## src/rtl/fib_index_finder.sv

```systemverilog
// Fibonacci index finder: decides iteratively whether a word is a Fibonacci number
// and returns its index (or the largest index whose Fibonacci value is below it).
module fib_index_finder #(
  parameter int wordsize = 10,
  parameter int IDXW     = 5
) (
  input  logic                clk,
  input  logic                rst,
  input  logic                start,
  input  logic [wordsize-1:0] value,
  output logic                busy,
  output logic                ready,
  output logic                found,
  output logic [IDXW-1:0]     index
);

  typedef enum logic [1:0] {
    IDLE = 2'd0,
    ITER = 2'd1,
    DONE = 2'd2
  } state_t;

  state_t              state, state_nx;
  logic [wordsize-1:0] v, v_nx;
  logic [wordsize-1:0] a, a_nx;
  logic [wordsize-1:0] b, b_nx;
  logic [IDXW-1:0]     idx, idx_nx;
  logic [IDXW-1:0]     index_nx;
  logic                found_nx;
  logic [wordsize:0]   sum;

  // One extra bit so the carry flags overflow; a wrapped sum never reaches b.
  assign sum = {1'b0, a} + {1'b0, b};

  always_comb begin
    // NOTE: every signal gets a hold default first so no path leaves one unassigned (no latch).
    state_nx = state;
    v_nx     = v;
    a_nx     = a;
    b_nx     = b;
    idx_nx   = idx;
    found_nx = found;
    index_nx = index;

    unique case (state)
      IDLE: begin
        if (start) begin
          if (value == '0) begin
            state_nx = DONE;
            found_nx = 1'b1;
            index_nx = '0;
          end else begin
            state_nx = ITER;
            v_nx     = value;
            a_nx     = '0;
            b_nx     = wordsize'(1);
            idx_nx   = IDXW'(1);
          end
        end
      end

      ITER: begin
        if (b == v) begin
          state_nx = DONE;
          found_nx = 1'b1;
          index_nx = idx;
        end else if (b > v) begin
          state_nx = DONE;
          found_nx = 1'b0;
          index_nx = idx - IDXW'(1);
        end else if (sum[wordsize]) begin
          // Next term does not fit: v lies above the largest representable Fibonacci value.
          state_nx = DONE;
          found_nx = 1'b0;
          index_nx = idx;
        end else begin
          a_nx   = b;
          b_nx   = sum[wordsize-1:0];
          idx_nx = idx + IDXW'(1);
        end
      end

      DONE: state_nx = IDLE;

      default: state_nx = IDLE;
    endcase
  end

  // NOTE: sequential state uses non-blocking assignments so all registers update together.
  always_ff @(posedge clk or posedge rst) begin
    if (rst) begin
      state <= IDLE;
      v     <= '0;
      a     <= '0;
      b     <= '0;
      idx   <= '0;
      found <= 1'b0;
      index <= '0;
      busy  <= 1'b0;
      ready <= 1'b0;
    end else begin
      state <= state_nx;
      v     <= v_nx;
      a     <= a_nx;
      b     <= b_nx;
      idx   <= idx_nx;
      found <= found_nx;
      index <= index_nx;
      busy  <= (state_nx != IDLE);
      ready <= (state_nx == DONE);
    end
  end

endmodule
```

## config.mk

```make
export PLATFORM = sky130hd
export DESIGN_NAME = fib_index_finder
export DESIGN_NICKNAME = d
export VERILOG_FILES = /design/src/rtl/fib_index_finder.sv
export SDC_FILE = /design/constraint.sdc
export NUM_CORES = 1
export LEC_CHECK = 0
export CAP_MARGIN = 20
export CELL_PAD_IN_SITES_DETAIL_PLACEMENT = 1
export CELL_PAD_IN_SITES_GLOBAL_PLACEMENT = 1
export CORE_MARGIN = 2
export CORE_UTILIZATION = 29
export CTS_BUF_LIST = sky130_fd_sc_hd__clkbuf_4
export CTS_CLUSTER_DIAMETER = 60
export DETAILED_ROUTE_END_ITERATION = 10
export PLACE_DENSITY = 0.55
export SYNTH_ARGS = -nofsm -noshare
export SYNTH_HDL_FRONTEND = slang
export SYNTH_SLANG_ARGS = --single-unit
```

## constraint.sdc

```tcl
create_clock -name clk -period 7.16 [get_ports clk]
set_input_delay 2.148 -clock clk [delete_from_list [all_inputs] [get_ports clk]]
set_output_delay 2.148 -clock clk [all_outputs]
set_load 0.005 [all_outputs]
```

== Word level (Yosys, flattened, before mapping) ==
Index checks and enable logic that the tools add are counted.
Word-level totals
  register bits after elaboration: 45
  input port bits: 13
  logic and storage cells: 67
Cells by class
  add/subtract/negate cells: 3
  magnitude comparators: 1
  equal/unequal tests: 10
  mux-type cells: 36
  bitwise gates (word level): 1
  reductions and logical operators: 7
Operator list (number)
  2-to-1 mux 10 bit: 10
  2-to-1 mux 5 bit: 10
  case mux 10 bit (2 select lines): 2
  case mux 5 bit (2 select lines): 2
  inequality test 2 bit, second input constant: 6
  adder 10 x 10 -> 11 bit: 1
  == test 10 bit: 1
  > comparator 10 bit: 1
  logical NOT 10 bit: 1
  2-to-1 mux 2 bit: 5
  AND reduction 6 bit: 1
  adder 5 x 1 -> 5 bit, second input constant: 1
  2-to-1 mux 1 bit: 5
  subtractor 5 x 1 -> 5 bit, second input constant: 1
  inequality test 4 bit, second input constant: 1
  case mux 2 bit (2 select lines): 1
  AND reduction 4 bit: 1
  nonzero test 2 bit: 2
  AND reduction 3 bit: 1
  == test 2 x 1 -> 1 bit, second input constant: 1
  == test 2 bit, second input constant: 1
  logical NOT 2 bit: 1
  case mux 1 bit (2 select lines): 1
  NOT 1 bit: 1

== Longest topological paths before layout ==
Gate-level depths: netlist of the first run.
  word-level depth: 6
  gate-level depth with buffers: 11
  depth with buffers taken out: 10

== Least setup slack after synthesis of the first run ==
Ideal clock, no wire load.
  path kind: input -> register
  start point: input port value[4]
  end point: register v[0]
  setup time: 0.125 ns
  arrival: 3.458 ns
  required time: 7.035 ns
  setup slack: 3.577 ns
  cell stages on the path: 7
  buffers on the path: 1
  cells stage by stage: nor4_1 nand3_1 a21oi_1 or2_2 nor2_1 buf_1 mux2_2
On the way
  longest elaborated chain between the ends: 3
Ends and longest elaborated chain
  start: declaration: RTL line 10  | input logic [wordsize-1:0] value,
  logical NOT 10 bit: RTL line 48  | if (value == '0) begin
  NOT 1 bit (no source line)
  AND reduction 3 bit (no source line)
  end signal: assignment: RTL line 103  | v <= v_nx;
  end: declaration: RTL line 24  | logic [wordsize-1:0] v, v_nx;
No other way between the ends.
A chain may end at the register's enable or synchronous reset.

== Final worst setup path of the first run ==
  start point: input port value[7]
  end point: register v[5]
The elaborated chain is that of the path after synthesis.

==> results, run 1 <==
- The launching element type of the critical path is an input port.
- Pin placement for this block handled 21 I/O pins.
- For this design the static power due to leakage is 1.31 nW.
- The clock network fraction of total power is 10.9%.
- The highest attainable clock frequency is 240 MHz.
- TritonCTS built the clock tree.
- The die covers 9410 um2.
- The total of warnings raised by yosys is 0.
- The first global-routing pass estimated 10.1 mm of wire.
- Counting the fill cells in the layout gives 945.
- The worst-case clock buffer depth is 2.
- The number of antenna violations at the first check in global routing is 0.
- The source of the worst hold timing path is index[3].
- The flow ran to the end, and the final reports show no timing, DRC or antenna violations.
- The number of pins exceeding their max-slew limit in the final report was 0.
- The final standard cell area without fillers is 2910 um2.
- Of all flip-flops after synthesis, the portion carrying an async set or reset was 100%.
- Setup violations remaining at the end of the flow were counted as 0.
- Row generation in the floorplan step produced 33 rows.
- The final period demand of the worst path is 4.16 ns.
- The die is 97.0 um tall.
- The share of power burned in registers is 35.8%.
- In the final layout, the multi-input gates occupy 1270 um2.
- Relative to the synthesized area, the layout overhead comes to 15.9%.
- Along the worst path, the maximum fanout reaches 11.
- The top cell types in the final layout, fill and taps aside, are 45 x dfrtp_1, 22 x ha_1, 20 x inv_1, 20 x clkdlybuf4s50_1, 16 x a22o_1.
- Clock-pin slew was measured on the worst setup and hold paths at 0.14 ns.
- The tree is rooted in a clkbuf_4.
- The critical path in this run is classified as in -> reg.
- The end of the worst hold path is index[3].
- The synthesized netlist devotes 18.2% of its cell area to compound gates.
- Setup repair after global routing left no endpoint under its margin.
- Registers take 1130 um2.
- The launching point of the worst reg2reg path is b[9].
- Input and output buffers added on the ports amount to 20.
- In this run the remaining antenna-violating nets after routing total 0.
- The residual DRC count is 0.
- The core region area is 8300 um2.
- The number of cells on the worst reg-to-reg path is 7.
- The hold buffer count at cts is 0.
- The type of the most critical hold path is reg -> reg.
- Hold timing on the final database bottoms out at a slack of 0.509 ns.
- The H-tree depth is 2.
- Between clock sinks in the finished design, the worst skew comes to 0.00791 ns.
- The final net count is 301.
- Headroom to the max-slew limit came out at 34.7%.
- The combinational fraction of design power is 53.3%.
- CTS saw 45 sinks.
- The starting density of the core is 30.2%.
- Leaving out fill and tap cells, the most frequent cell in the layout is dfrtp_1.
- The basic-gate share of the synthesized area counting and, or, nand and nor cells is 12.6%.
- The switching power summed over all nets is 511 uW.
- Max-cap violations in this run came to 0.
- The portion of the post-synthesis area used by sequential elements is 44.9%.
- In the final layout, the share of cells above drive strength 1 is 10.2%.
- Dividing total power by cell area gives a power density of 413 nW/um2.
- The placer's final routability congestion estimate is 0.728.
- For this run, the detailed router's first-pass iteration total came to 3.
- Post-CTS repair changed the size of 0 cells.
- After detailed routing, the average wire length per cell comes to 16.2 um.
- For this run, the leading register cell type out of synthesis is dfrtp_1.
- STA classifies the critical path endpoint as a flip-flop.
- The DRC marker count from the first detailed-route iteration is 34.
- Entering global routing, the biggest net connects 46 pins.
- The data required time of the worst path is 7.41 ns.
- The xor/xnor cell area share of the yosys netlist is 3.14%.
- After synthesis, the netlist uses 41 different library cells.
- The flop and latch count out of synthesis is 45.
- Across every metal layer, demand over resource in global routing totals 13.3%.
- The total count of hold-check failures in the final report is 0.
- The worst hold path cell count is 1.
- The number of global-route vias before repair came to 2014.
- The slowest cell on the critical path is nor2_1.
- The synthesized-area fraction occupied by adder cells is 11.8%.
- Summed over all layers, the routed wires come to 6.00 mm.
- The end of the worst register-to-register path is b[8].
- Clock tree synthesis inserted a total of 5 buffers.
- In this run the cell area of the synthesized design comes to 2510 um2.
- The multiplexer share of the synthesized area is 4.89%.
- By area, the combinational part of the netlist is dominated by compound AO/OA/AOI/OAI gates.
- The total number of vias is 1898.
- The wire-length estimate of the detail-placed layout is 4.42 mm.
- Dividing the synthesized area by the synthesized cell count gives 10.3 um2.
- Dividing the detail-routed via count by the number of cells gives 5.12.
- The area of placed instances is 2830 um2.
- The internal power is 690 uW.
- The number of synthesized flops with an enable pin is 0.
- Counting every instance in the synthesized netlist gives 243.
- Net switching is 42.6% of the power.
- 0 antenna diodes ended up in the layout.
- The measured slew at the worst slew-check pin is 0.976 ns.
- Across all register-to-register paths, the minimum setup slack is 4.01 ns.
- The signal on the critical path passes through clkdlybuf4s50_1 -> nor4_1 -> nand3_1 -> a21oi_1 -> or2_2 -> nor2_1 -> mux2_2.
- The total negative slack for setup checks is 0 ns.
- The post-route clock period utilization is 58.1%.
- When the netlist entered floorplanning its net count stood at 279.
- The number of setup buffers added after CTS is 0.
- The total overflow left after global routing is 0.
- The floorplan step set the die width to 97.0 um.
- For the worst setup path, the data arrival time is 4.41 ns.
- On the worst path, the slowest cell contributes a delay of 0.75 ns.
- Across the VDD grid, the largest voltage drop is 0.104 mV.
- The clock insertion delay at the later pin of the skew report is 0.35 ns.
## how the worst max path moves through the flow
stage / start / endpoint / slack, ns
detailed placement: value[7] / v[5] / 2.64
global placement: value[7] / v[5] / 2.66
finish: value[7] / v[5] / 3.00
floorplan: value[4] / v[0] / 3.58
CTS: value[7] / v[5] / 3.05
global route: value[5] / a[1] / 2.75
## metrics by stage
| stage | instances | setup WS (ns) | util [%] | total power, mW |
|---|---|---|---|---|
| 2_1_floorplan | 243 | 3.58 | - | 0.898 |
| 3_3_place_gp | 362 | 2.66 | 34.1 | 1.07 |
| 3_5_place_dp | 362 | 2.64 | 34.1 | 1.09 |
| 4_1_cts | 370 | 3.05 | 34.8 | 1.23 |
| 5_1_grt | 371 | 2.75 | 35.0 | 1.33 |
| 6_report | 371 | 3.00 | 35.0 | 1.20 |
## flip-flops by register name (all words and copies together), names as in the netlist
| name | cells |
|---|---|
| ready | 1 |
| v | 10 |
| idx | 5 |
| state | 2 |
| busy | 1 |
| index | 5 |
| found | 1 |
| b | 10 |
| a | 10 |
## cell usage after synthesis (2+ instances only)
cell type	number	share of area [%]
dfrtp_1	45	45
nor3_1	6	1.2
inv_1	21	3.1
a21oi_1	13	2.6
nand3_1	8	1.6
o21a_1	2	0.60
nand2_1	13	1.9
mux2_2	10	4.5
a211oi_1	3	0.90
o211ai_1	3	0.90
ha_1	22	11
nor2b_1	2	0.50
xnor2_1	9	3.1
o21ai_1	2	0.40
o31ai_1	2	0.60
a32o_1	2	0.80
nor2_1	14	2.1
o21ai_0	6	1.2
nand2b_1	7	1.7
or3_1	2	0.50
o2bb2ai_1	4	1.4
clkbuf_1	6	0.90
a22o_1	16	5.6
nor4_1	4	1.0
nand4_1	2	0.50
inv_2	2	0.30
or4_1	3	0.90
## routing by layer
metal  vias up  track usage [%]  routed length, um
met3         5             2.24                110
met4         0             3.25                 44
li1        929                -                  -
met5         -                0                  0
met1       949             17.5               2880
met2        15             22.8               2960
## logic make-up (layout without fill, tap and decap cells)
| kind of cell | count (synthesis) | in the layout |
|---|---|---|
| DFF | 45 | 45 |
| buffers and inverters | 30 | 53 |
| AOI/OAI and AO/OA | 62 | 62 |
| muxes | 11 | 11 |
| xor gates and xnor gates | 9 | 9 |
| adders and majority gates | 23 | 23 |
| and+or+nand+nor | 63 | 63 |
## layout make-up
cell class / count / area share (%)
clock buffer: 7 / 1.81
clock inverter: 1 / 0.258
inverter: 23 / 2.97
multi-input combinational: 168 / 43.9
sequential: 45 / 38.7
tap: 105 / 4.52
timing repair buffer: 22 / 7.83
## worst max-delay path, delay by kind of cell
family	cells	cell delay [ns]
and+or+nand+nor	4	1.25
buffers and inverters	1	0.51
muxes	1	0.42
AOI/OAI and AO/OA	1	0.08
## power groups by stage
stage / Clock (mW) / Combinational [mW] / Sequential, mW
after detailed placement: 0 / 0.652 / 0.437
after floorplan: 0 / 0.485 / 0.413
final: 0.131 / 0.641 / 0.430
after CTS: 0.139 / 0.655 / 0.432
after global placement: 0 / 0.635 / 0.437
after global routing: 0.148 / 0.734 / 0.444
(Power assumes the default switching activity.)
==> inputs of run 2 (changes only) <==
- PLACE_DENSITY: 0.55 -> 0.57
- clock period: 7.16 -> 3.45 ns (I/O delays scaled with it)
==> run 2 against run 1 <==
  * Clock skew up 0.0084 ns
  * Sequential share of layout area about the same
  * Count of clock-buffer cells in the layout down 2
  * Setup slack worse by 2.3 ns
  * Sequential cell count unchanged
  * First-iteration DRC count up 91%
  * Sequential power up 110%
  * Critical endpoint is now index[1]
  * Largest cell class unchanged
  * Highest routed layer unchanged
==> results, run 2 (synthesized netlist as in run 1, its figures left out) <==
- The final setup violation count is 0.
- The total count of hold-check failures in the final report is 0.
- The final period demand of the worst path is 2.74 ns.
- Summing over every cut layer, the via total after detailed routing is 1931.
- The final net count is 304.
- The number of antenna repair diodes is 0.
- The number of global-route vias before repair is 2087.
- Excluding fillers, the count of instances in the completed layout stands at 373.
- The placer's final routability congestion estimate is 0.712.
- Summing all multi-input logic gate instances after layout gives 1270 um2.
- Grouping stages by cell kind, the critical path spends the most delay in compound AO/OA/AOI/OAI gates.
- For this run, design rule violations remaining after detail routing come to 0.
- The worst hold path begins at state[1].
- The y dimension of the die is 97.0 um.
- The library cells used most frequently in the layout, excluding fill and tap cells, are 45 x dfrtp_1, 22 x ha_1, 20 x inv_1, 20 x clkdlybuf4s50_1, 16 x a22o_1.
- The total number of clock tree sinks is 45.
- The placement-stage worst setup slack is 0.441 ns.
- Once the floorplan was initialized, standard cells occupied 30.2% of the core.
- The longest clock path from root to sink contains 2 buffers.
- The filler cell count in the final layout is 955.
- The root buffer cell chosen for the clock tree is clkbuf_4.
- The largest net degree at the start of global routing is 46.
- The number of pins exceeding their max-slew limit in the final report is 0.
- For this design, the CTS-stage hold fixing added 0 buffers.
- The total global-route track usage is 13.5%.
- The tool flagged a number of max-cap violations equal to 0.
- Summed over all failing endpoints, the final setup total negative slack is 0 ns.
- The H-tree depth is 2.
- The count of buffer and inverter cells on the critical path is 1.
- Detailed placement finished with a half-perimeter wire length of 4.45 mm.
- The most critical setup path has its startpoint at b[0].
- The slowest stage of the critical path is the or3_1 cell.
- In this run the standard cell core region covers 8300 um2.
- After global routing the overflow that remains totals 0.
- The path type of the worst setup path is reg -> reg.
- Summing all flip-flop and latch instances after layout gives 1130 um2.
- The count of boundary I/O pins is 21.
- STA classifies the critical path startpoint as a flip-flop.
- The delay of the slowest cell on the worst path is 0.49 ns.
- The smallest setup slack after layout is 0.712 ns.
- The total leakage power is 1.31 nW.
- STA puts the critical path data required time at 3.72 ns.
- The most common library cell in the layout ignoring fill and taps is dfrtp_1.
- Setup repair after global routing left no endpoint under its margin.
- The total iterations of the first detailed-routing run is 4.
- The highest net fanout along the worst path is 7.
- VDD sags by at most 0.228 mV.
- The initialized floorplan defines 33 standard-cell rows.
- The final worst clock skew is 0.0163 ns.
- Traced cell by cell, the critical path runs through ha_1 -> inv_1 -> fa_1 -> nand2b_1 -> a21oi_1 -> o31a_1 -> nor4_2 -> or3_1 -> a32o_1.
- In the final routed layout, each cell accounts on average for 16.0 um.
- In this run the critical register-to-register path is launched from b[0].
- The run finished with clean final reports.
- Timing would allow up to 365 MHz.
- The power density normalized to cell area is 859 nW/um2.
- STA puts the critical path data arrival time at 3.00 ns.
- In this run the horizontal extent of the chip is 97.0 um.
- TritonCTS built the clock tree.
- Dividing the detail-routed via count by the number of cells gives 5.18.
- After detailed placement, the design holds a cell count of 366.
- The clock insertion delay at the later pin of the skew report is 0.36 ns.
- The quantity of gates resized following cts is 0.
- Buffers inserted during clock tree synthesis total 5.
- The element type at the critical path end is a flip-flop.
- In this run the tightest slew margin relative to its limit is 56.6%.
- The DRC marker count from the first detailed-route iteration is 65.
- The total wire length after detailed routing is 5.97 mm.
- Post-CTS timing repair inserted 0 buffers for setup.
- The measured slew at the worst slew-check pin is 0.646 ns.
- The post-route netlist has 10.4% of its cells at a drive strength greater than 1.
- Clock-pin slew was measured on the worst setup and hold paths at 0.14 ns.
- The die covers 9410 um2.
- The first-pass GRT wire length is 10.3 mm.
- In the final layout, the registers with the most flip-flops are a x10, b x10, v x10.
- The number of antenna violations at the first check in global routing is 0.
- The area overhead of the layout relative to synthesis is 15.9%.
- The residual antenna-violating net count after detailed routing is 0.
- The post-route clock period utilization is 79.4%.
- The type of the most critical hold path is reg -> reg.
- Input and output buffers added on the ports amount to 20.
run 2: worst paths after layout:
| check | to | slack, ns | depth (start not counted) |
|---|---|---|---|
| min reg2reg | busy | 0.50 | 1 |
| max | index[1] | 0.71 | 9 |
| min | busy | 0.50 | 1 |
| min in group asynchronous | a[2] | 1.13 | 3 |
| max in group asynchronous | b[6] | 1.91 | 3 |
| max reg2reg | index[1] | 0.71 | 9 |
run 2: metrics by stage:
step                total power, mW  utilization, %  instance area (um2)  hold slack, ns
finish                         2.49            35.0                 2910           0.501
global route                   2.75            35.0                 2910           0.530
CTS                            2.54            35.0                 2910           0.508
detailed placement             2.28            34.4                 2860           0.478
global placement               2.25            34.4                 2860           0.477
floorplan                      1.86               -                 2510           0.444
run 2: final cells by class:
type,count,area share (%)
well taps,105,4.52
inverters,23,2.97
clock inverters,2,0.388
multi-input cells,168,43.9
clock buffers,5,1.29
repair buffers,25,8.18
flip-flops and latches,45,38.8
run 2: per-layer routing:
metal	vias up	share of wire [%]	GRT usage, %
met2	30	48	22.7
li1	931	-	-
met4	0	1.4	4.01
met1	964	47	17.3
met3	6	3.4	2.89
met5	-	0	0
run 2: power by group:
part           total [mW]  switching, mW  internal (mW)  leakage [nW]
Combinational        1.36          0.738          0.620         0.715
Clock               0.245          0.171         0.0736        0.0247
Sequential          0.891          0.158          0.733         0.570
==> inputs of run 3 (changes only) <==
- PLACE_DENSITY: 0.57 -> 0.55
- clock period: 3.45 -> 2.7 ns (I/O delays scaled with it)
==> run 3 against run 2 <==
  * Largest cell class unchanged
  * Die area stayed put
  * Global-route usage is 0.73 points higher
  * Largest power group unchanged
  * Total power is 36% higher
  * Clock power up 67%
  * Critical path type unchanged
  * Count of clock-buffer cells in the layout unchanged
  * Sequential share of layout area fell by 1.5 points
==> results, run 3 (synthesized netlist as in run 1, its figures left out) <==
- The flow ran to the end, and the final reports show no timing, DRC or antenna violations.
- At the worst endpoint, the arrival time is 2.85 ns.
- The number of global-route vias before repair is 2111.
- The first TritonRoute pass finished after 4 iterations.
- At the worst endpoint, the required time is 3.00 ns.
- The aggregate global routing overflow is 0.
- The final setup violation count is 0.
- TritonCTS created 5 clock buffers.
- Measured along the x axis, the die boundary spans 97.0 um.
- The detail route stage leaves a number of antenna-violating nets equal to 0.
- Dividing the detail-routed via count by the number of cells gives 5.06.
- For the worst-skew pair, the clock arrives at the later sink with an insertion delay of 0.35 ns.
- The area growth from synthesis to layout is 20.5%.
- The congestion estimate from routability-driven global placement came to 0.727.
- The first global-routing pass estimated 10.9 mm of wire.
- After detailed routing, no signal wire sits above met4.
- The region available for standard cell placement spans 8300 um2.
- The clock input transition at the sequential cells of the worst setup and hold paths is 0.14 ns.
- The count of boundary I/O pins is 21.
- In this run the static leakage power is 1.38 nW.
- The design draws 3.40 mW.
- The repair_antennas step left the layout with diodes totalling 0.
- The final layout contains routed wiring with a total length of 6.18 mm.
- The fraction of layout instances using a drive strength above 1 is 15.5%.
- Leaving out fill and tap cells, the most frequent cell in the layout is dfrtp_1.
- The largest net degree at the start of global routing is 25.
- The max-capacitance violation count is 0.
- The final period demand of the worst path is 2.54 ns.
- The area of placed instances is 2920 um2.
- Once detailed placement completed, the half-perimeter wirelength came to 4.67 mm.
- The starting density of the core is 30.2%.
- The total length of routed met2 wires is 3.04 mm.
- The number of antenna violations at the first check in global routing is 0.
- The number of buffer cells added on primary ports is 20.
- The hold slack is 0.507 ns.
- The post-route clock period utilization is 94.2%.
- The library cells used most frequently in the layout, excluding fill and tap cells, are 45 x dfrtp_1, 22 x ha_1, 20 x inv_1, 20 x clkdlybuf4s50_1, 16 x a22o_1.
- The detailed router finished its first iteration with 83 violations.
- The core utilization of the finished layout is 36.4%.
- The total routed wire length on the met1 layer is 2.99 mm.
- In the final routed layout, each cell accounts on average for 16.2 um.
- The total setup buffers inserted after CTS is 0.
- In this run the worst hold path is classified as reg -> reg.
- The clock root buffer master is clkbuf_4.
- In the final layout, the registers with the most flip-flops are a x10, b x10, v x10.
- The number of pins exceeding their max-slew limit in the final report is 0.
- The total negative slack for setup checks is 0 ns.
- The area of the die is 9410 um2.
- The path type of the worst setup path is reg -> reg.
- The clock passes through at most 2 buffers.
- After detailed routing, the number of remaining DRC violations is 0.
- The die is 97.0 um tall.
- In this run the number of H-tree levels came out at 2.
- The relative slew slack is 65.7%.
- Global routing consumed, over all layers together, 14.2% of the routing resources.
- After the last flow step, the layout net total stands at 313.
- After routing the design area is 3020 um2.
- TritonCTS built the clock tree.
- The floorplan has 33 rows.
- On the final layout, the worst clock skew is 0.0161 ns.
- Wire segments on met3 add up to 108 um in the final route.
- The launching element type of the critical path is a flip-flop.
- Along the worst path, the maximum fanout reaches 4.
- Dividing total power by cell area gives a power density of 1130 nW/um2.
- The total number of vias is 1934.
- The total number of clock tree sinks is 45.
- Across the VDD grid, the largest voltage drop is 0.342 mV.
- The measured slew at the worst slew-check pin is 0.513 ns.
- Timing would allow up to 393 MHz.
- STA classifies the critical path endpoint as a flip-flop.
- The total count of hold-check failures in the final report is 0.
==> run 3: cell count changes in the layout (fill, tap and decap cells not counted), sizes merged <==
| cell | delta |
|---|---|
| clkinvlp | -1 |
| bufinv | +1 |
| buf | +9 |
==> run 3: path summary, 6_finish.rpt <==
kind / startpoint / slack (ns) / cells after the start / to
max in group asynchronous: rst / 1.32 / 3 / a[8]
min reg2reg: found / 0.51 / 1 / found
max: b[9] / 0.16 / 7 / idx[3]
min in group asynchronous: rst / 0.79 / 2 / a[1]
max reg2reg: b[9] / 0.16 / 7 / idx[3]
min: found / 0.51 / 1 / found
==> run 3: what timing repair did <==
action | in CTS | in global routing
hold buffers | 0 | 0
resized for setup | 0 | 5
setup endpoints to repair | 0 | 14
endpoints found under the hold margin | 0 | 0
==> run 3: worst max-delay path, cell delays in order (launching register included) <==
cell	delay, ns
dfrtp_1	0.44
ha_1	0.36
a21oi_2	0.19
o31ai_1	0.09
a2111o_1	0.46
or3_4	0.38
or4_1	0.48
nand3_1	0.09
==> run 3: report_power, final <==
| part | switching [mW] | internal (mW) | total [mW] | leakage, nW |
|---|---|---|---|---|
| clock | 0.219 | 0.189 | 0.408 | 0.0410 |
| sequential | 0.203 | 0.937 | 1.14 | 0.570 |
| combinational | 0.974 | 0.877 | 1.85 | 0.770 |
==> run 3: through the flow <==
step,std cells,setup WS (ns)
6_report,382,0.156
4_1_cts,382,0.0333
3_3_place_gp,375,-0.0366
2_1_floorplan,243,0.269
3_5_place_dp,375,-0.0630
5_1_grt,382,-0.00185
==> run 3: area by class of cell <==
| class | count | area [um2] |
|---|---|---|
| clock buffers | 5 | 37.5 |
| fillers | 959 | 5280 |
| multi-input cells | 168 | 1300 |
| clock inverters | 2 | 35.0 |
| repair buffers | 34 | 305 |
| inverters | 23 | 86.3 |
| flip-flops and latches | 45 | 1130 |
| well taps | 105 | 131 |
==> run 3: layer usage <==
| layer | up-vias | track usage (%) |
|---|---|---|
| met3 | 4 | 2.67 |
| met2 | 17 | 24.1 |
| met1 | 968 | 19.1 |
| met5 | - | 0 |
| met4 | 0 | 2.28 |
| li1 | 945 | - |
